File: src/rtl/lcd1604_responder.sv
// lcd1604_responder: HD44780-style 8-bit LCD device model.
// Optional event trace ports: define LCD_RESP_TRACE_EN.
module lcd1604_responder #(
  parameter int         CLK_HZ     = 50000000,
  parameter int         BUSY_SHORT = 2000,
  parameter int         BUSY_LONG  = 82000,
  parameter logic [7:0] FILL_CHAR  = 8'h20
) (
  input  logic       clk,
  input  logic       reset,
  input  logic       lcd_rs,
  input  logic       lcd_rw,
  input  logic       lcd_en,
  input  logic [7:0] lcd_din,
  output logic [7:0] lcd_dout,
  output logic       lcd_dout_oe,
  output logic       busy,
  output logic [6:0] ac,
  output logic       display_on,
  output logic       cursor_on,
  output logic       blink_on,
  output logic       inc_mode,
  output logic       shift_mode,
  output logic       two_line,
  output logic       bus_8bit,
  output logic       font_5x10,
  input  logic [6:0] mon_addr,
  output logic [7:0] mon_data,
  output logic       err_busy_wr,
  output logic       err_addr
`ifdef LCD_RESP_TRACE_EN
  ,
  output logic       evt_valid,
  output logic       evt_rs,
  output logic [7:0] evt_byte
`endif
);

  localparam int CNT_MAX =
    (BUSY_LONG > BUSY_SHORT) ? BUSY_LONG : BUSY_SHORT;
  // A non-positive clock rate falls back to a full-width counter.
  localparam int CW =
    (CLK_HZ > 0) ? $clog2(CNT_MAX + 1) : 32;

  typedef enum logic [1:0] {
    S_FILL,
    S_IDLE,
    S_BUSY
  } state_t;

  state_t          state;
  logic [CW-1:0]   cnt;
  logic [6:0]      fill_idx;
  logic            fill_long;
  logic            cgram_sel;

  logic            en_s1, en_s2, en_d;
  logic            rs_s1, rs_s2, rs_d;
  logic            rw_s1, rw_s2, rw_d;
  logic [7:0]      din_s1, din_s2, din_d;

  logic [7:0]      ddram [80];
  logic            mem_we;
  logic [6:0]      mem_waddr;
  logic [7:0]      mem_wdata;

  logic            txn;
  logic            wr_txn;
  logic            rd_txn;
  logic [6:0]      cur_idx;
  logic [6:0]      ac_next;
  logic [7:0]      rd_byte;

  logic is_dd, is_cg, is_fn, is_sh;
  logic is_dc, is_em, is_home, is_clr;

  function automatic logic [6:0] ac_step(
    input logic [6:0] a,
    input logic       up,
    input logic       two,
    input logic       cg
  );
    logic [6:0] r;
    r = a;
    if (cg) begin
      r = {1'b0, up ? a[5:0] + 6'd1
                    : a[5:0] - 6'd1};
    end else if (two) begin
      if (up)
        r = (a == 7'h27) ? 7'h40 :
            (a == 7'h67) ? 7'h00 : a + 7'd1;
      else
        r = (a == 7'h00) ? 7'h67 :
            (a == 7'h40) ? 7'h27 : a - 7'd1;
    end else begin
      if (up)
        r = (a >= 7'h4F) ? 7'h00 : a + 7'd1;
      else
        r = (a == 7'h00) ? 7'h4F : a - 7'd1;
    end
    return r;
  endfunction

  function automatic logic ac_valid(
    input logic [6:0] a,
    input logic       two
  );
    if (two)
      return (a <= 7'h27) ||
             (a >= 7'h40 && a <= 7'h67);
    return a <= 7'h4F;
  endfunction

  assign txn    = en_d & ~en_s2;
  assign wr_txn = txn & ~rw_d;
  assign rd_txn = txn & rw_d;

  assign cur_idx = (ac >= 7'h40) ? ac - 7'd24 : ac;
  assign ac_next = ac_step(ac, inc_mode,
                           two_line, cgram_sel);
  assign rd_byte = (cur_idx < 7'd80) ?
                   ddram[cur_idx] : 8'h00;

  assign is_dd   = din_d[7];
  assign is_cg   = din_d[7:6] == 2'b01;
  assign is_fn   = din_d[7:5] == 3'b001;
  assign is_sh   = din_d[7:4] == 4'b0001;
  assign is_dc   = din_d[7:3] == 5'b00001;
  assign is_em   = din_d[7:2] == 6'b000001;
  assign is_home = din_d[7:1] == 7'b0000001;
  assign is_clr  = din_d == 8'h01;

  // Two-flop synchronizers plus one history stage for edge detect.
  always_ff @(posedge clk) begin
    if (!reset) begin
      en_s1  <= 1'b0; en_s2  <= 1'b0; en_d  <= 1'b0;
      rs_s1  <= 1'b0; rs_s2  <= 1'b0; rs_d  <= 1'b0;
      rw_s1  <= 1'b0; rw_s2  <= 1'b0; rw_d  <= 1'b0;
      din_s1 <= 8'h00; din_s2 <= 8'h00; din_d <= 8'h00;
    end else begin
      en_s1  <= lcd_en;  en_s2  <= en_s1;  en_d  <= en_s2;
      rs_s1  <= lcd_rs;  rs_s2  <= rs_s1;  rs_d  <= rs_s2;
      rw_s1  <= lcd_rw;  rw_s2  <= rw_s1;  rw_d  <= rw_s2;
      din_s1 <= lcd_din; din_s2 <= din_s1; din_d <= din_s2;
    end
  end

  // Select the single DDRAM write port source: fill or data write.
  always_comb begin
    mem_we    = 1'b0;
    mem_waddr = fill_idx;
    mem_wdata = FILL_CHAR;
    if (reset && state == S_FILL) begin
      mem_we = 1'b1;
    end else if (reset && state == S_IDLE &&
                 wr_txn && rs_d && !cgram_sel &&
                 cur_idx < 7'd80) begin
      mem_we    = 1'b1;
      mem_waddr = cur_idx;
      mem_wdata = din_d;
    end
  end

  // DDRAM storage; contents are defined by the fill after reset.
  always_ff @(posedge clk) begin
    if (mem_we)
      ddram[mem_waddr] <= mem_wdata;
  end

  // Main FSM: fill, command decode, busy timing and flags.
  always_ff @(posedge clk) begin
    if (!reset) begin
      state       <= S_FILL;
      cnt         <= '0;
      fill_idx    <= 7'd0;
      fill_long   <= 1'b0;
      busy        <= 1'b1;
      ac          <= 7'd0;
      cgram_sel   <= 1'b0;
      display_on  <= 1'b0;
      cursor_on   <= 1'b0;
      blink_on    <= 1'b0;
      inc_mode    <= 1'b1;
      shift_mode  <= 1'b0;
      two_line    <= 1'b0;
      bus_8bit    <= 1'b1;
      font_5x10   <= 1'b0;
      err_busy_wr <= 1'b0;
      err_addr    <= 1'b0;
    end else begin
      err_busy_wr <= wr_txn && state != S_IDLE;
      unique case (state)
        S_FILL: begin
          if (fill_idx == 7'd79) begin
            fill_idx  <= 7'd0;
            fill_long <= 1'b0;
            if (fill_long) begin
              state <= S_BUSY;
              cnt   <= CW'(BUSY_LONG - 1);
            end else begin
              state <= S_IDLE;
              busy  <= 1'b0;
            end
          end else begin
            fill_idx <= fill_idx + 7'd1;
          end
        end
        S_BUSY: begin
          if (cnt == '0) begin
            state <= S_IDLE;
            busy  <= 1'b0;
          end else begin
            cnt <= cnt - 1'b1;
          end
        end
        S_IDLE: begin
          if (wr_txn) begin
            state <= S_BUSY;
            busy  <= 1'b1;
            cnt   <= CW'(BUSY_SHORT - 1);
            if (rs_d) begin
              ac <= ac_next;
            end else begin
              unique case (1'b1)
                is_dd: begin
                  cgram_sel <= 1'b0;
                  if (ac_valid(din_d[6:0], two_line)) begin
                    ac <= din_d[6:0];
                  end else begin
                    ac       <= 7'd0;
                    err_addr <= 1'b1;
                  end
                end
                is_cg: begin
                  cgram_sel <= 1'b1;
                  ac        <= {1'b0, din_d[5:0]};
                end
                is_fn: begin
                  bus_8bit  <= din_d[4];
                  two_line  <= din_d[3];
                  font_5x10 <= din_d[2];
                end
                is_sh: begin
                  if (!din_d[3])
                    ac <= ac_step(ac, din_d[2],
                                  two_line, cgram_sel);
                end
                is_dc: begin
                  display_on <= din_d[2];
                  cursor_on  <= din_d[1];
                  blink_on   <= din_d[0];
                end
                is_em: begin
                  inc_mode   <= din_d[1];
                  shift_mode <= din_d[0];
                end
                is_home: begin
                  ac  <= 7'd0;
                  cnt <= CW'(BUSY_LONG - 1);
                end
                is_clr: begin
                  ac        <= 7'd0;
                  inc_mode  <= 1'b1;
                  err_addr  <= 1'b0;
                  state     <= S_FILL;
                  fill_idx  <= 7'd0;
                  fill_long <= 1'b1;
                end
                default: begin
                end
              endcase
            end
          end else if (rd_txn && rs_d) begin
            ac <= ac_next;
          end
        end
        default: begin
          state <= S_FILL;
        end
      endcase
    end
  end

  // Bus read path: status any time, data only when not busy.
  always_ff @(posedge clk) begin
    if (!reset) begin
      lcd_dout    <= 8'h00;
      lcd_dout_oe <= 1'b0;
    end else begin
      lcd_dout_oe <= en_s2 & rw_s2;
      if (en_s2 & rw_s2)
        lcd_dout <= rs_s2 ? (busy ? 8'h00 : rd_byte)
                          : {busy, ac};
      else
        lcd_dout <= 8'h00;
    end
  end

  // Monitor port; a same-cycle write shows up on the next read.
  always_ff @(posedge clk) begin
    if (!reset)
      mon_data <= 8'h00;
    else
      mon_data <= (mon_addr < 7'd80) ?
                  ddram[mon_addr] : 8'h00;
  end

`ifdef LCD_RESP_TRACE_EN
  // Report every accepted write for external scoreboards.
  always_ff @(posedge clk) begin
    if (!reset) begin
      evt_valid <= 1'b0;
      evt_rs    <= 1'b0;
      evt_byte  <= 8'h00;
    end else begin
      evt_valid <= wr_txn && state == S_IDLE;
      if (wr_txn && state == S_IDLE) begin
        evt_rs   <= rs_d;
        evt_byte <= din_d;
      end
    end
  end
`endif

endmodule
File: config.mk
export PLATFORM = sky130hd
export DESIGN_NAME = lcd1604_responder
export DESIGN_NICKNAME = d
export VERILOG_FILES = /design/src/rtl/lcd1604_responder.sv
export SDC_FILE = /design/constraint.sdc
export NUM_CORES = 1
export LEC_CHECK = 0
export CAP_MARGIN = 20
export CORE_MARGIN = 10
export CORE_UTILIZATION = 60
export DETAILED_ROUTE_END_ITERATION = 10
export HOLD_SLACK_MARGIN = 0.03
export PLACE_DENSITY = 0.75
export SLEW_MARGIN = 10
export SYNTH_ARGS = -nofsm -noshare
export SYNTH_HDL_FRONTEND = slang
export SYNTH_SLANG_ARGS = --single-unit
export TNS_END_PERCENT = 50
File: constraint.sdc
create_clock -name clk -period 6 [get_ports clk]
set_input_delay 0.6 -clock clk [delete_from_list [all_inputs] [get_ports clk]]
set_output_delay 0.6 -clock clk [all_outputs]
set_load 0.01 [all_outputs]
==> results of run 1 <==
-- critical path, stage by stage, from the launching register on --
cell	delay (ps)
dfxtp_1	610
inv_1	250
ha_1	460
o221a_2	380
nor3_4	570
mux2i_1	900
nand4_1	760
nor2_1	790
-- routing by layer --
| layer | vias to the layer above | share of wire | track usage |
|---|---|---|---|
| met4 | 7 | 0.046 | 0.121 |
| li1 | 9040 | - | - |
| met5 | - | 0.00085 | 0 |
| met3 | 314 | 0.14 | 0.0998 |
| met1 | 11529 | 0.37 | 0.402 |
| met2 | 1818 | 0.45 | 0.439 |
-- cell type report --
cell class	instances	area [um2]
Timing Repair Buffer	96	900
Clock buffer	90	1990
Multi-Input combinational cell	1282	13400
Inverter	32	120
Antenna cell	1	2.50
Tap cell	765	957
Clock inverter	44	458
Fill cell	3874	19000
Sequential cell	736	21100
-- cells by family after synthesis --
logic type	synth area share
flip-flops	0.599
AND/OR/NAND/NOR	0.0712
multiplexers	0.239
AO/OA/AOI/OAI	0.0580
buffers and inverters	0.0230
XOR/XNOR	0.00546
adder cells (fa/ha/maj)	0.00426
-- cells in the mapped netlist, drive strengths merged, types with 11 or more instances --
library cell  count
a211oi           14
a21oi            66
a221oi           14
a22oi            18
and2             51
buf              89
clkbuf           69
dfxtp            96
edfxtp          640
ha               12
inv              31
mux2             19
mux2i            95
mux4            322
nand2           142
nand2b           15
nand3            33
nand4            18
nor2            144
nor2b            19
nor3             19
nor3b            11
o211ai           14
o21ai            63
o22ai            25
xnor2            12
-- path summary, 6_finish.rpt --
check	startpoint	end	slack [ps]	cells after the start
min reg2reg	din_s1[7]	din_s2[7]	430	1
min	reset	rs_d	310	2
max reg2reg	ac[3]	ddram[13][5]	880	7
max	ac[3]	ddram[13][5]	880	7
-- registers in the layout, indices dropped and copies added, names as in the netlist, 2 cells and up --
| signal | flops |
|---|---|
| din_d | 8 |
| ddram | 640 |
| fill_idx | 7 |
| din_s1 | 8 |
| ac | 7 |
| din_s2 | 8 |
| state | 2 |
| lcd_dout | 8 |
| cnt | 17 |
| mon_data | 8 |
-- power groups by stage --
stage / sequential [mW] / combinational [mW] / clock [mW]
after floorplan: 5.70 / 0.474 / 0
after global placement: 5.74 / 0.671 / 0
after detailed placement: 5.74 / 0.686 / 0
after CTS: 5.63 / 0.692 / 4.72
after global routing: 5.63 / 0.757 / 4.92
final: 5.63 / 0.715 / 4.71
-- placed cells by master, fill, tap and decap left out, drive strengths merged, types with 18 or more instances in the layout --
cell	count
and2	51
mux4	322
nor2b	19
clkdlybuf4s50	50
nor3	19
clkbuf	90
buf	46
o22ai	25
nor2	144
a22oi	18
clkinv	29
nand2	142
mux2i	95
nand3	33
o21ai	63
mux2	19
dfxtp	96
a21oi	66
inv	36
edfxtp	640
nand4	18
==> flow_metrics.py, run 1 <==
metrics = {
    "global_route": {
        "grt_pass1_wl_mm": 153,
        "grt.overflow.total": 0,
        "grt_usage": 0.297,
        "grt_pass1_vias": 21985,
        "antenna_found_initial": 2,
        "grt_max_degree": 96,
    },
    "die": {
        "dieArea_um2": 68900,
        "io_pins": 55,
        "chipHeight_um": 262,
        "core_um2": 57900,
        "initial_core_util": 0.609,
        "fp-row-count": 88,
        "die_w_um": 262,
    },
    "route": {
        "drtIter0Drc": 3597,
        "dr.pass1.iters": 6,
        "drc": 0,
        "via_per_inst": 7.46,
        "wirelength_mm": 104,
        "wl_per_cell_um": 34.1,
        "vias": 22708,
        "drtAntennaViolNets": 0,
    },
    "clock_tree": {
        "cts_buffer_depth": 3,
        "postCtsSetupBuffers": 0,
        "cts_resized": 0,
        "cts_inserted_buffers": 75,
        "clk_latency_ps": 640,
        "h-tree-depth": 3,
        "ctsHoldBuffers": 0,
        "clock_sinks": 736,
        "path_clk_slew_ps": 70,
        "cts_tree": "built",
        "clockRootBuffer": "clkbuf_16",
    },
    "yosys": {
        "ys_ff_latch": 736,
        "yosys.area.top_type": "edfxtp_1",
        "syn_nets": 2240,
        "postSynthCellCount": 2208,
        "ys_warn_count": 0,
        "ys_seq_area_frac": 0.599,
        "ys_async_sr_fraction": 0,
        "yosysTopAreaCellShare": 0.545,
        "yosys-top-cells-area": "edfxtp_1 (54%), mux4_2 (21%), dfxtp_1 (5.4%)",
        "syn_avg_cell_area_um2": 16.0,
        "syn_area_um2": 35300,
        "synth_cell_types": 77,
        "ys.flop_type": "edfxtp_1",
        "synth_edf_count": 640,
    },
    "power": {
        "ir_drop_v": 0.000272,
        "p_clk_frac": 0.426,
        "p_leak_nw": 13.6,
        "p_seq_frac": 0.510,
        "power_density_nw_per_um2": 284,
        "total_power_mw": 11.1,
        "power_frac_comb": 0.065,
        "swShare": 0.231,
        "power.internal_mw": 8.50,
        "p_sw_mw": 2.55,
    },
    "timing": {
        "fin_hold_ws_ps": 310,
        "slew_headroom": 0.181,
        "maxSlewViolCount": 0,
        "tightestPinTransition_ps": 1220,
        "rsz0062_at_grt": "no",
        "period_minus_slack_ps": 5120,
        "finClkSkew_ps": 20.3,
        "tns_ps": 0,
        "worst_slack_ps": 882,
        "finalHoldViolCount": 0,
        "finalSetupViolations": 0,
        "fmax_mhz": 195,
        "finalCritPeriodShare": 0.853,
    },
    "finish": {
        "stdcell_area_um2": 38900,
        "drive_gt1_frac": 0.234,
        "fin_nets": 2255,
        "final_core_util": 0.672,
        "final_cells": 3046,
        "area_growth_pct": 10.4,
    },
    "critical_path": {
        "crit_type": "register to register",
        "cp_data_required_time_ps": 6260,
        "arrival_ps": 5370,
        "cp-start-kind": "register",
        "cp_max_fo": 13,
        "endpoint_kind": "register",
    },
    "place": {
        "dp_hpwl_mm": 69.0,
        "portBuffers": 54,
        "dp_cells": 2909,
        "placed_cell_area_um2": 36500,
        "dpl_worst_slack_ps": 1000,
        "place.gp.congestion": 0.970,
    },
    "flow_run": {
        "maxCapViolCount": 0,
    },
    "run_status": {
        "status": "complete, no violations",
    },
    "hold_path": {
        "hold_path_class": "input port to register",
    },
}
No activity file was read; power rests on OpenSTA's default activity.
==> run 2, diff against run 1 <==
CORE_MARGIN = not set   (was 10)
PLACE_DENSITY = 0.77   (was 0.75)
==> flow_metrics.py, run 2 (synthesized netlist as in run 1, its figures left out) <==
metrics = {
    "clock_tree": {
        "postCtsSetupBuffers": 0,
        "cts_tree": "built",
        "cts_inserted_buffers": 76,
        "ctsHoldBuffers": 0,
        "cts_resized": 0,
        "clockRootBuffer": "clkbuf_16",
        "cts_buffer_depth": 3,
        "path_clk_slew_ps": 70,
        "h-tree-depth": 3,
        "clk_latency_ps": 630,
        "clock_sinks": 736,
    },
    "die": {
        "chipHeight_um": 244,
        "io_pins": 55,
        "die_w_um": 244,
        "fp-row-count": 88,
        "initial_core_util": 0.609,
        "dieArea_um2": 59700,
        "core_um2": 57900,
    },
    "critical_path": {
        "endpoint_kind": "register",
        "crit_path_cell_trace": "inv_1 -> ha_1 -> o221ai_1 -> nand3_1 -> o21ai_1 -> nand2_1 -> nor2_1",
        "cp_max_fo": 21,
        "cp-start-kind": "register",
        "max_stage_delay_ps": 860,
        "crit_type": "register to register",
        "cp_data_required_time_ps": 6250,
        "arrival_ps": 5150,
        "critPathSlowestCell": "nor2_1",
    },
    "place": {
        "place.gp.congestion": 0.975,
        "dp_hpwl_mm": 68.3,
        "portBuffers": 54,
        "dpl_worst_slack_ps": 1250,
        "placed_cell_area_um2": 36500,
    },
    "global_route": {
        "grt_usage": 0.356,
        "grt_pass1_vias": 22018,
        "antenna_found_initial": 1,
        "grt.overflow.total": 0,
        "grt_pass1_wl_mm": 152,
        "grt_max_degree": 100,
    },
    "route": {
        "wirelength_mm": 104,
        "via_per_inst": 7.46,
        "drc": 0,
        "wl_per_cell_um": 34.1,
        "vias": 22721,
        "dr.pass1.iters": 8,
        "drtAntennaViolNets": 0,
        "drtIter0Drc": 3580,
    },
    "power": {
        "power_frac_comb": 0.063,
        "p_leak_nw": 13.6,
        "power.internal_mw": 8.67,
        "swShare": 0.226,
        "p_sw_mw": 2.53,
        "p_clk_frac": 0.435,
        "p_seq_frac": 0.502,
        "power_density_nw_per_um2": 287,
        "ir_drop_v": 0.000217,
        "total_power_mw": 11.2,
    },
    "timing": {
        "worst_slack_ps": 1110,
        "tightestPinTransition_ps": 1190,
        "period_minus_slack_ps": 4890,
        "tns_ps": 0,
        "fmax_mhz": 204,
        "finalHoldViolCount": 0,
        "finClkSkew_ps": 25.9,
        "slew_headroom": 0.194,
        "maxSlewViolCount": 0,
        "rsz0062_at_grt": "no",
        "finalCritPeriodShare": 0.815,
        "finalSetupViolations": 0,
    },
    "flow_run": {
        "maxCapViolCount": 0,
    },
    "finish": {
        "area_growth_pct": 10.7,
        "largest_reg_flops": 640,
        "stdcell_area_um2": 39000,
        "fin_nets": 2252,
        "reg.largest.list": "ddram x640, cnt x17",
        "fill_cells": 3809,
        "mostFrequentLayoutCell": "edfxtp_1",
        "final_cell_mix": "edfxtp_1 (640), mux4_2 (322), nand2_1 (141), nor2_1 (134), mux2i_1 (95)",
        "largest-register": "ddram",
        "seq_area_um2": 21100,
        "drive_gt1_frac": 0.234,
        "multi_input_area_um2": 13400,
    },
    "hold_path": {
        "hold_path_class": "register to register",
    },
    "run_status": {
        "status": "complete, no violations",
    },
}
## run 2: cell count changes in the layout (fill, tap and decap cells not counted), moves of 2 or more
cell / change
clkinv_8: -2
buf_12: +3
bufinv_16: +3
inv_6: -3
clkbuf_16: +2
buf_4: -6
## run 2: layout make-up
cell class / count / share of cell area
repair buffers: 92 / 0.0230
well taps: 765 / 0.0245
diodes: 1 / 0.0000641
clock buffers: 92 / 0.0524
multi-input cells: 1282 / 0.342
clock inverters: 44 / 0.0128
inverters: 32 / 0.00308
flip-flops and latches: 736 / 0.542
## run 2: worst max-delay path: cells and delay by family (launching register included)
kind | cells | cell delay, ps
and+or+nand+nor | 3 | 2100
AOI/OAI and AO/OA | 2 | 900
DFF | 1 | 800
adders and majority gates | 1 | 450
buffers and inverters | 1 | 250
## run 2: power groups by stage
| stage | clock [mW] | sequential (mW) | combinational (mW) |
|---|---|---|---|
| floorplan | 0 | 5.70 | 0.474 |
| global placement | 0 | 5.73 | 0.661 |
| detailed placement | 0 | 5.73 | 0.681 |
| CTS | 4.90 | 5.63 | 0.686 |
| global route | 5.08 | 5.63 | 0.750 |
| finish | 4.87 | 5.63 | 0.706 |
## run 2: routing by layer
layer	track usage	wire length [um]	vias up
met5	0	13	-
met4	0.168	5290	2
met3	0.0970	14600	341
met2	0.536	47500	2042
met1	0.488	36600	11301
li1	-	-	9035
## run 2: final timing paths
| kind | endpoint | slack (ps) | depth (start not counted) | start |
|---|---|---|---|---|
| max reg2reg | ddram[31][1] | 1110 | 7 | ac[4] |
| min reg2reg | din_s2[5] | 440 | 1 | din_s1[5] |
| min | din_s2[5] | 440 | 1 | din_s1[5] |
| max | ddram[31][1] | 1110 | 7 | ac[4] |
## run 2: per-stage QoR
| step | utilization | hold slack (ps) | instances |
|---|---|---|---|
| finish | 0.674 | 440 | 3044 |
| global route | 0.674 | 444 | 3043 |
| CTS | 0.674 | 438 | 3042 |
| detailed placement | 0.630 | 420 | 2906 |
| global placement | 0.630 | 423 | 2906 |
| floorplan | - | 412 | 2208 |
